## src/rtl/response_sender_pkg.sv

```systemverilog
// response_sender_pkg: shared state encoding, default rates and info field layout
package response_sender_pkg;
  typedef enum logic [2:0] {IDLE, START, DATA, STOP, ACK, WAIT_LOW} state_t;
  localparam int DEFAULT_CLK_FREQ = 50_000_000;
  localparam int DEFAULT_BAUD = 9600;
  localparam int ADDR_LSB = 0;
  localparam int ADDR_W = 5;
  localparam int CODE_LSB = 5;
  localparam int CODE_W = 4;
  localparam int DATA_LSB = 9;
  localparam int DATA_W = 7;
  function automatic int timerWidth(input int clksPerBit);
    return clksPerBit > 1 ? $clog2(clksPerBit) : 1;
  endfunction
endpackage

```

## src/rtl/response_sender_uart_tx_byte.sv

```systemverilog
// uart_tx_byte: 8N1 LSB-first serializer; data is read live so the caller's register stays the source
module uart_tx_byte
  import response_sender_pkg::*;
#(
  parameter int CLKS_PER_BIT = DEFAULT_CLK_FREQ / DEFAULT_BAUD
) (
  input  logic       clk,
  input  logic       rst_n,
  input  logic       start,
  input  logic [7:0] data,
  output logic       done,
  output logic       tx
);
  localparam int TW = timerWidth(CLKS_PER_BIT);
  localparam logic [TW-1:0] LAST = TW'(CLKS_PER_BIT - 1);
  state_t state;
  logic [TW-1:0] timer;
  logic [2:0] bitIdx;
  logic [2:0] nextIdx;
  logic bitEnd;
  assign bitEnd = timer == LAST;
  assign nextIdx = bitIdx + 3'd1;
  assign done = state == STOP && bitEnd;
  // a start accepted during the last stop clock chains the next byte with no idle gap
  always_ff @(posedge clk or negedge rst_n)
    if (!rst_n) begin
      state <= IDLE;
      tx <= 1'b1;
      timer <= '0;
      bitIdx <= '0;
    end else if (start && (state == IDLE || done)) begin
      state <= START;
      tx <= 1'b0;
      timer <= '0;
      bitIdx <= '0;
    end else if (state != IDLE) begin
      timer <= bitEnd ? '0 : timer + 1'b1;
      if (bitEnd) begin
        state <= state == START ? DATA : state == DATA ? (bitIdx != 3'd7 ? DATA : STOP) : IDLE;
        tx <= state == START ? data[0] : state == DATA && bitIdx != 3'd7 ? data[nextIdx] : 1'b1;
        bitIdx <= state == DATA ? nextIdx : bitIdx;
      end
    end
endmodule

```

## src/rtl/response_sender.sv

```systemverilog
// response_sender: captures a DHT11 response word, sends it as two UART bytes and handshakes completion
module response_sender
  import response_sender_pkg::*;
#(
  parameter int CLK_FREQ = DEFAULT_CLK_FREQ,
  parameter int BAUD = DEFAULT_BAUD,
  parameter int CLKS_PER_BIT = CLK_FREQ / BAUD
) (
  input  logic        clk,
  input  logic        rst_n,
  input  logic        buffer_pronto,
  input  logic [15:0] info,
  output logic        buffer_usado,
  output logic        tx,
  output logic        busy
);
  state_t state;
  logic [15:0] held;
  logic byteSel;
  logic start;
  logic done;
  assign start = state == IDLE ? buffer_pronto : state == START && done && !byteSel;
  uart_tx_byte #(.CLKS_PER_BIT(CLKS_PER_BIT)) txByte (
    .clk   (clk),
    .rst_n (rst_n),
    .start (start),
    .data  (byteSel ? held[15:8] : held[7:0]),
    .done  (done),
    .tx    (tx)
  );
  // START here covers the whole two-byte frame; the serializer tracks the bit phases
  always_ff @(posedge clk or negedge rst_n)
    if (!rst_n) begin
      state <= IDLE;
      held <= '0;
      byteSel <= 1'b0;
      busy <= 1'b0;
      buffer_usado <= 1'b0;
    end else begin
      buffer_usado <= state == START && done && byteSel;
      if (state == IDLE && buffer_pronto) begin
        state <= START;
        held <= info;
        byteSel <= 1'b0;
        busy <= 1'b1;
      end else if (state == START && done) begin
        state <= byteSel ? ACK : START;
        byteSel <= 1'b1;
      end else if (state == ACK) begin
        state <= WAIT_LOW;
      end else if (state == WAIT_LOW && !buffer_pronto) begin
        state <= IDLE;
        busy <= 1'b0;
      end
    end
endmodule

```

## config.mk

```make
export PLATFORM = sky130hd
export DESIGN_NAME = response_sender
export DESIGN_NICKNAME = d
export VERILOG_FILES = /design/src/rtl/response_sender_pkg.sv /design/src/rtl/response_sender_uart_tx_byte.sv /design/src/rtl/response_sender.sv
export SDC_FILE = /design/constraint.sdc
export NUM_CORES = 1
export LEC_CHECK = 0
export BUFFER_PORTS_ARGS = -buffer_cell sky130_fd_sc_hd__buf_2
export CAP_MARGIN = 10
export CORE_ASPECT_RATIO = 0.5
export CORE_MARGIN = 5
export CORE_UTILIZATION = 63
export CTS_BUF_LIST = sky130_fd_sc_hd__clkbuf_8
export DETAILED_ROUTE_END_ITERATION = 10
export PLACE_DENSITY = 0.94
export SLEW_MARGIN = 20
export SYNTH_ARGS = -nofsm -noshare
export SYNTH_HDL_FRONTEND = slang
export SYNTH_SLANG_ARGS = --single-unit
```

## constraint.sdc

```tcl
create_clock -name clk -period 3.6 [get_ports clk]
set_clock_uncertainty 0.15 [all_clocks]
set_input_delay 1.08 -clock clk [delete_from_list [all_inputs] [get_ports clk]]
set_output_delay 1.08 -clock clk [all_outputs]
set_load 0.1 [all_outputs]
```

==> metrics.md, run 1 <==
| Metric | Value |
|---|---|
| Synth Cell Area | `0.00229 mm2` |
| Die width | `95.3 um` |
| R2R depth | `6` |
| IO Pins | `22` |
| Worst EP required | `3650 ps` |
| Pin count of the biggest net entering global routing | `41` |
| Tcrit/Tclk final | `79.5%` |
| Nets in the synthesized netlist | `233` |
| Antenna-violating nets left | `0` |
| Worst-skew pair later-pin latency | `310 ps` |
| # fillers | `199` |
| Setup WS post-layout | `739 ps` |
| RSZ-0062 raised after global routing | `false` |
| Peak supply drop | `381 uV` |
| Buffer count from post-CTS setup fixing | `0` |
| Detail Placement HPWL | `3.54 mm` |
| Dpl ws | `549 ps` |
| CP max FO | `15` |
| First-pass GRT wire length | `9.38 mm` |
| Pwr Total | `0.911 mW` |
| Synthesis Warnings | `0` |
| DP Area | `0.00241 mm2` |
| Seq cells post-synth | `40` |
| Ys async rst share | `100%` |
| CP peak stage delay | `600 ps` |
| Leak | `1.09 nW` |
| Period minus WS final | `2860 ps` |
| CP arrival | `2910 ps` |
| Antenna Cells | `0` |
| Max-Cap Viols | `0` |
| Port Buffer Count | `21` |
| Die area | `0.00501 mm2` |
| Status | `complete, no violations` |
| CTS Root Cell | `clkbuf_8` |
| Initial Util | `65.9%` |
| Worst Hold Path Cells | `1` |
| Nets@finish | `251` |
| Residual DRC count | `0` |
| Worst-Margin Slew | `878 ps` |
| Iter 0 DRT Violations | `205` |
| Die height | `52.6 um` |
| Cells after Synth | `207` |
| Total GRT Usage | `25.2%` |
| CTS Hold Bufs | `0` |
| CP Capture Type | `flip-flop` |
| Row cnt | `15` |
| Post-CTS sizing | `0` |
| Worst hold path startpoint | `held[11]` |
| Mean post-synth cell area | `11.1 um2` |
| Reg clk slew, reported paths | `80 ps` |
| Worst R2R End | `txByte.timer[6]` |
| Worst r2r src | `txByte.state[1]` |
| Drt first pass iters | `5` |
| Num CTS Buffers | `5` |
| Cell Pwr Density | `363 mW/mm2` |
| Maximum clock path buffer count | `2` |
| Layout cells sized above 1 | `30.5%` |
| Fin util | `72.2%` |
| CTS HTree Levels | `2` |
| Slew Viols, Final | `0` |
| Design area | `0.00251 mm2` |
| Final WL | `5.54 mm` |
| Seq/Total Area, Yosys | `43.8%` |
| GR Overflow Total | `0` |
| Flop2flop setup slack | `900 ps` |
| Post-synth EDFFs | `0` |
| Main flop type after synthesis | `dfrtp_1` |
| Max stage delay cell, worst path | `nor3b_2` |
| CP Cell Sequence | `buf_2 -> nor3b_2 -> nand2_1 -> nand2_1 -> mux2_2` |
| Core area | `0.00347 mm2` |
| CTS sink count | `40` |
| Initial antenna violation count | `0` |
| RePlAce Congestion | `0.840` |
| Min-Delay Path Class | `reg -> reg` |
| Final Hold Vio Count | `0` |
| Vias per inst | `6.71` |
| Area delta synth->final | `9.51%` |
| Total number of vias | `1860` |
| TNS Setup | `0 ps` |
| CTS tree | `built` |
| Crit-path most repeated cell | `nand2_1` |
| DR WL/cell | `20.0 um` |
| WHS Endpoint | `held[11]` |
| Peak Freq | `350 MHz` |
| Final setup viols | `0` |
| Worst setup SP type | `primary input` |
| Vias in the first global route | `1941` |
| Slew margin rel. | `41.5%` |
| Distinct cells, synth | `47` |
| Crit Path Category | `in -> reg` |
placed cells by master, fill, tap and decap left out, drive strengths merged, types with 5 or more instances in the layout:
| cell | count |
|---|---|
| a211oi | 5 |
| a21oi | 8 |
| buf | 23 |
| clkbuf | 6 |
| dfrtp | 39 |
| ha | 7 |
| inv | 10 |
| mux2 | 18 |
| mux2i | 12 |
| nand2 | 14 |
| nand3 | 17 |
| nand4 | 5 |
| o21ai | 8 |
| or3 | 9 |
through the flow:
stage / hold slack [ps] / cells
after floorplan: 325 / 207
after global placement: 337 / 269
after detailed placement: 347 / 269
after CTS: 365 / 277
after global routing: 388 / 277
final: 363 / 277
synthesized netlist by cell type, drive strengths merged (2+ instances only):
master / count / area (um2)
or4: 2 / 15.0
o211ai: 2 / 15.0
buf: 5 / 37.5
nor2b: 3 / 18.8
o21ai: 8 / 40.0
mux4: 3 / 67.6
and2: 3 / 18.8
a41oi: 2 / 36.3
inv: 10 / 37.5
mux2: 18 / 203
nand3: 17 / 85.1
dfrtp: 39 / 976
a211oi: 5 / 37.5
clkbuf: 7 / 26.3
nand2: 14 / 52.6
nor2: 3 / 11.3
and3: 3 / 20.0
nand2b: 2 / 12.5
or3: 9 / 65.1
ha: 7 / 87.6
a21oi: 8 / 40.0
mux2i: 12 / 120
o22ai: 2 / 18.8
nand4: 5 / 31.3
logic make-up (layout without fill, tap and decap cells):
kind of cell | Yosys count | after routing | share of synthesized area, %
and+or+nand+nor | 68 | 68 | 18.5
DFF | 40 | 40 | 43.8
AOI/OAI and AO/OA | 37 | 37 | 12.4
muxes | 33 | 33 | 17.0
buffers and inverters | 22 | 41 | 4.43
adders and majority gates | 7 | 7 | 3.82
where the power goes:
| group | internal [mW] | switching [mW] |
|---|---|---|
| Clock | 0.153 | 0.168 |
| Combinational | 0.0493 | 0.0339 |
| Sequential | 0.485 | 0.0220 |
sequential cells by signal, indices dropped and copies added, names as in the netlist:
register       cells
txByte.tx          1
busy               1
txByte.timer      13
state              2
held              16
buffer_usado       1
txByte.bitIdx      3
txByte.state       2
byteSel            1
worst max-delay path by stage:
stage	from	endpoint	cells past startpoint
2_1_floorplan	buffer_pronto	txByte.timer[10]	6
3_3_place_gp	buffer_pronto	txByte.state[0]	5
3_5_place_dp	buffer_pronto	txByte.state[0]	5
4_1_cts	buffer_pronto	txByte.state[0]	5
5_1_grt	buffer_pronto	txByte.state[0]	5
6_report	buffer_pronto	txByte.state[0]	5
worst max-delay path: cells and delay by family:
family / cells / cell delay [ps]
simple gates: 3 / 1360
mux: 1 / 350
buf+inv: 1 / 120
per-layer routing:
layer	up-vias	routed length (um)	track usage, %
met3	26	437	7.75
met4	0	185	12.2
met2	106	2750	43.3
met5	-	0	0
li1	807	-	-
met1	921	2160	28.9
cell type report:
class,instances,area (um2),share of cell area (%)
clock buffer,6,82.6,3.29
tap,51,63.8,2.54
clock inverter,2,10.0,0.399
sequential,40,1000,40.0
inverter,10,37.5,1.50
timing repair buffer,23,120,4.79
multi-input combinational,145,1190,47.5
(Power assumes the default switching activity.)
==> run 2, diff against run 1 <==
--- a/config.mk
+++ b/config.mk
@@ -5,14 +5,15 @@
 export SDC_FILE = /design/constraint.sdc
 export NUM_CORES = 1
 export LEC_CHECK = 0
+export ABC_AREA = 1
 export BUFFER_PORTS_ARGS = -buffer_cell sky130_fd_sc_hd__buf_2
 export CAP_MARGIN = 10
 export CORE_ASPECT_RATIO = 0.5
 export CORE_MARGIN = 5
-export CORE_UTILIZATION = 63
+export CORE_UTILIZATION = 61
 export CTS_BUF_LIST = sky130_fd_sc_hd__clkbuf_8
 export DETAILED_ROUTE_END_ITERATION = 10
-export PLACE_DENSITY = 0.94
+export PLACE_DENSITY = 0.92
 export SLEW_MARGIN = 20
 export SYNTH_ARGS = -nofsm -noshare
 export SYNTH_HDL_FRONTEND = slang
==> constraint.sdc (replaced) <==
create_clock -name clk -period 2.8 [get_ports clk]
set_clock_uncertainty 0.15 [all_clocks]
set_input_delay 0.84 -clock clk [delete_from_list [all_inputs] [get_ports clk]]
set_output_delay 0.84 -clock clk [all_outputs]
set_load 0.1 [all_outputs]
==> run 2 against run 1 <==
Against the previous run: sequential share of layout area down 0.30 points; clock power up 29%; final area up 0.75%; core utilization down 1.0 points; hold slack worse by 37 ps; global-route usage down 4.8 points; synthesized area up 0.98%; sequential power up 55%; wire length down 13%; largest cell class unchanged; synthesized cell count up 45%; first-iteration DRC count down 31%; combinational power rose to 5.1 times the previous value.
==> metrics.md, run 2 <==
| Metric | Value |
|---|---|
| Status | `complete, no violations` |
| Num CTS Buffers | `5 (unchanged)` |
| Total number of vias | `2046 (+10%)` |
| Reg clk slew, reported paths | `70 ps (about the same)` |
| Detail Placement HPWL | `3.36 mm (-4.9%)` |
| Area share of the largest cell type after synthesis | `42.2% (-0.42 points)` |
| Nets@finish | `345 (+37%)` |
| Vias per inst | `5.51 (-18%)` |
| Post-Layout Cell Count | `371 (+34%)` |
| Ys async rst share | `100% (unchanged)` |
| DR WL/cell | `13.0 um (-35%)` |
| Worst setup SP type | `flip-flop` |
| Worst EP required | `2840 ps (-810 ps)` |
| Seq cells post-synth | `40 (unchanged)` |
| Tcrit/Tclk final | `82.2%` |
| Post-synth EDFFs | `0 (unchanged)` |
| Leak | `1.27 nW (+17%)` |
| Pin count of the biggest net entering global routing | `41 (unchanged)` |
| Die height | `53.5 um (+1.7%)` |
| Worst-Margin Slew | `855 ps (-22.9 ps)` |
| Port Buffer Count | `21 (unchanged)` |
| Final WL | `4.81 mm (-13%)` |
| Worst Hold Path Cells | `2 (+1)` |
| Synth cell count leaders | `nand2_1, dfrtp_1, inv_1` |
| Most frequent cells in the layout | `nand2_1, inv_1, dfrtp_1` |
| Initial antenna violation count | `0 (unchanged)` |
| Post-CTS sizing | `0 (unchanged)` |
| Nets in the synthesized netlist | `326 (+40%)` |
| Min-Delay Path Class | `reg -> reg` |
| Crit-path most repeated cell | `nand2_1` |
| First-pass GRT wire length | `8.51 mm (-9.2%)` |
| Mean post-synth cell area | `7.71 um2 (-30%)` |
| Cell Pwr Density | `643 mW/mm2 (+77%)` |
| Most numerous cell in the Yosys netlist | `nand2_1` |
| Flop2flop setup slack | `500 ps (-400 ps)` |
| Slew Viols, Final | `0 (unchanged)` |
| R2R depth | `11 (+5)` |
| Crit Path Category | `reg -> reg` |
| Commonest non-fill, non-tap cell in the layout | `nand2_1` |
| Seq/Total Area, Yosys | `43.3% (-0.43 points)` |
| Hold Slack | `327 ps (-36.8 ps)` |
| Iter 0 DRT Violations | `142 (-31%)` |
| Row cnt | `15 (unchanged)` |
| Leading area contributor after synthesis | `dfrtp_1` |
| CTS HTree Levels | `2 (unchanged)` |
| Max reg flops | `16 (unchanged)` |
| CTS tree | `built` |
| Peak supply drop | `479 uV (+26%)` |
| Antenna Cells | `0 (unchanged)` |
| CP peak stage delay | `420 ps (-180 ps)` |
| Initial Util | `65.2% (-0.76 points)` |
| Cells after Synth | `300 (+45%)` |
| CTS sink count | `40 (unchanged)` |
| Reg with most FFs | `held` |
| Dpl cells | `363 (+35%)` |
| Antenna-violating nets left | `0 (unchanged)` |
| CTS Hold Bufs | `0 (unchanged)` |
| Pwr Total | `1.63 mW (+78%)` |
| Synth top area cells | `dfrtp_1, nand2_1, nand3_1` |
| Final setup viols | `0 (unchanged)` |
| Core area | `0.00355 mm2 (+2.2%)` |
| Distinct cells, synth | `28 (-40%)` |
| Area delta synth->final | `9.25%` |
| Max-Cap Viols | `0 (unchanged)` |
| RePlAce Congestion | `0.858 (+2.1%)` |
| CTS Root Cell | `clkbuf_8` |
| Slew margin rel. | `43.0% (+1.5 points)` |
| CP Cell Sequence | `ha_1 -> nand2_1 -> inv_2 -> nand2_1 -> nor2_1 -> nand4_2 -> nand2_4 -> nand2_1 -> nand2_1 -> o21ai_0 -> o21a_1` |
| Synthesis Warnings | `0 (unchanged)` |
| CP arrival | `2340 ps (-570 ps)` |
| Worst-skew pair later-pin latency | `290 ps (-20 ps)` |
| Layout cells sized above 1 | `12.2% (-18 points)` |
| Synth Cell Area | `0.00231 mm2 (+0.98%)` |
| CP Capture Type | `flip-flop` |
| Max stage delay cell, worst path | `dfrtp_1` |
| Residual DRC count | `0 (unchanged)` |
| RSZ-0062 raised after global routing | `false` |
| Buffer count from post-CTS setup fixing | `0 (unchanged)` |
| CP max FO | `12 (-3)` |
| Die width | `97.1 um (+1.9%)` |
| GR Overflow Total | `0 (unchanged)` |
| Peak Freq | `435 MHz` |
| Main flop type after synthesis | `dfrtp_1` |
| Maximum clock path buffer count | `2 (unchanged)` |
| IO Pins | `22 (unchanged)` |
| Vias in the first global route | `1992 (+2.6%)` |
| TNS Setup | `0 ps (unchanged)` |
| Period minus WS final | `2300 ps` |
| Die area | `0.00520 mm2 (+3.7%)` |
| Final Hold Vio Count | `0 (unchanged)` |
| Drt first pass iters | `5 (unchanged)` |
| Total GRT Usage | `20.4% (-4.8 points)` |
| Top Registers | `held x16, txByte.timer x13, txByte.bitIdx x3` |
-- run 2: changes by cell type after synthesis, sizes merged, moves of 12 or more --
cell / change
mux2i: -12
mux2: -18
nand3: +13
nor2: +16
inv: +30
nand2: +77
o21ai: +21
-- run 2: per-stage QoR --
step                      setup slack [ps]  utilization [%]  area [um2]
after floorplan                        731                -        2310
after global placement                 503             68.4        2430
after detailed placement               477             68.4        2430
after CTS                              523             71.2        2530
after global routing                   280             71.2        2530
final                                  499             71.2        2530
-- run 2: path summary, 6_finish.rpt --
kind,from,end
max in group asynchronous,rst_n,txByte.timer[2]
min in group asynchronous,rst_n,held[10]
min reg2reg,held[11],held[11]
max reg2reg,txByte.timer[0],txByte.timer[0]
min,held[11],held[11]
max,txByte.timer[0],txByte.timer[0]
-- run 2: cell type report --
cell class,count,area [um2]
clock buffer,7,96.3
clock inverter,1,3.75
fill,251,1020
inverter,40,150
multi-input combinational,210,1100
sequential,40,1000
tap,51,63.8
timing repair buffer,22,113
-- run 2: metal layers --
layer	track usage (%)	routed length, um
met5	0	0
met4	6.99	77
met3	4.53	249
met2	37.7	2380
met1	24.6	2100
-- run 2: where the power goes --
part           switching (mW)  internal [mW]
Clock                   0.193          0.221
Combinational           0.288          0.137
Sequential             0.0757          0.710
-- run 2: critical path: cells and delay by family (launching register included) --
family	cells	cell delay (ps)
AO/OA/AOI/OAI	2	340
adder cells (fa/ha/maj)	1	270
buffers and inverters	1	80
flip-flops	1	420
AND/OR/NAND/NOR	7	940
-- run 2: logic make-up (layout without fill, tap and decap cells) --
| family | count (synthesis) | after routing | share of synthesized area [%] |
|---|---|---|---|
| adder cells (fa/ha/maj) | 7 | 7 | 3.79 |
| AO/OA/AOI/OAI | 37 | 37 | 9.90 |
| buffers and inverters | 50 | 70 | 9.20 |
| AND/OR/NAND/NOR | 157 | 157 | 30.4 |
| flip-flops | 40 | 40 | 43.3 |
| XOR/XNOR | 9 | 9 | 3.41 |
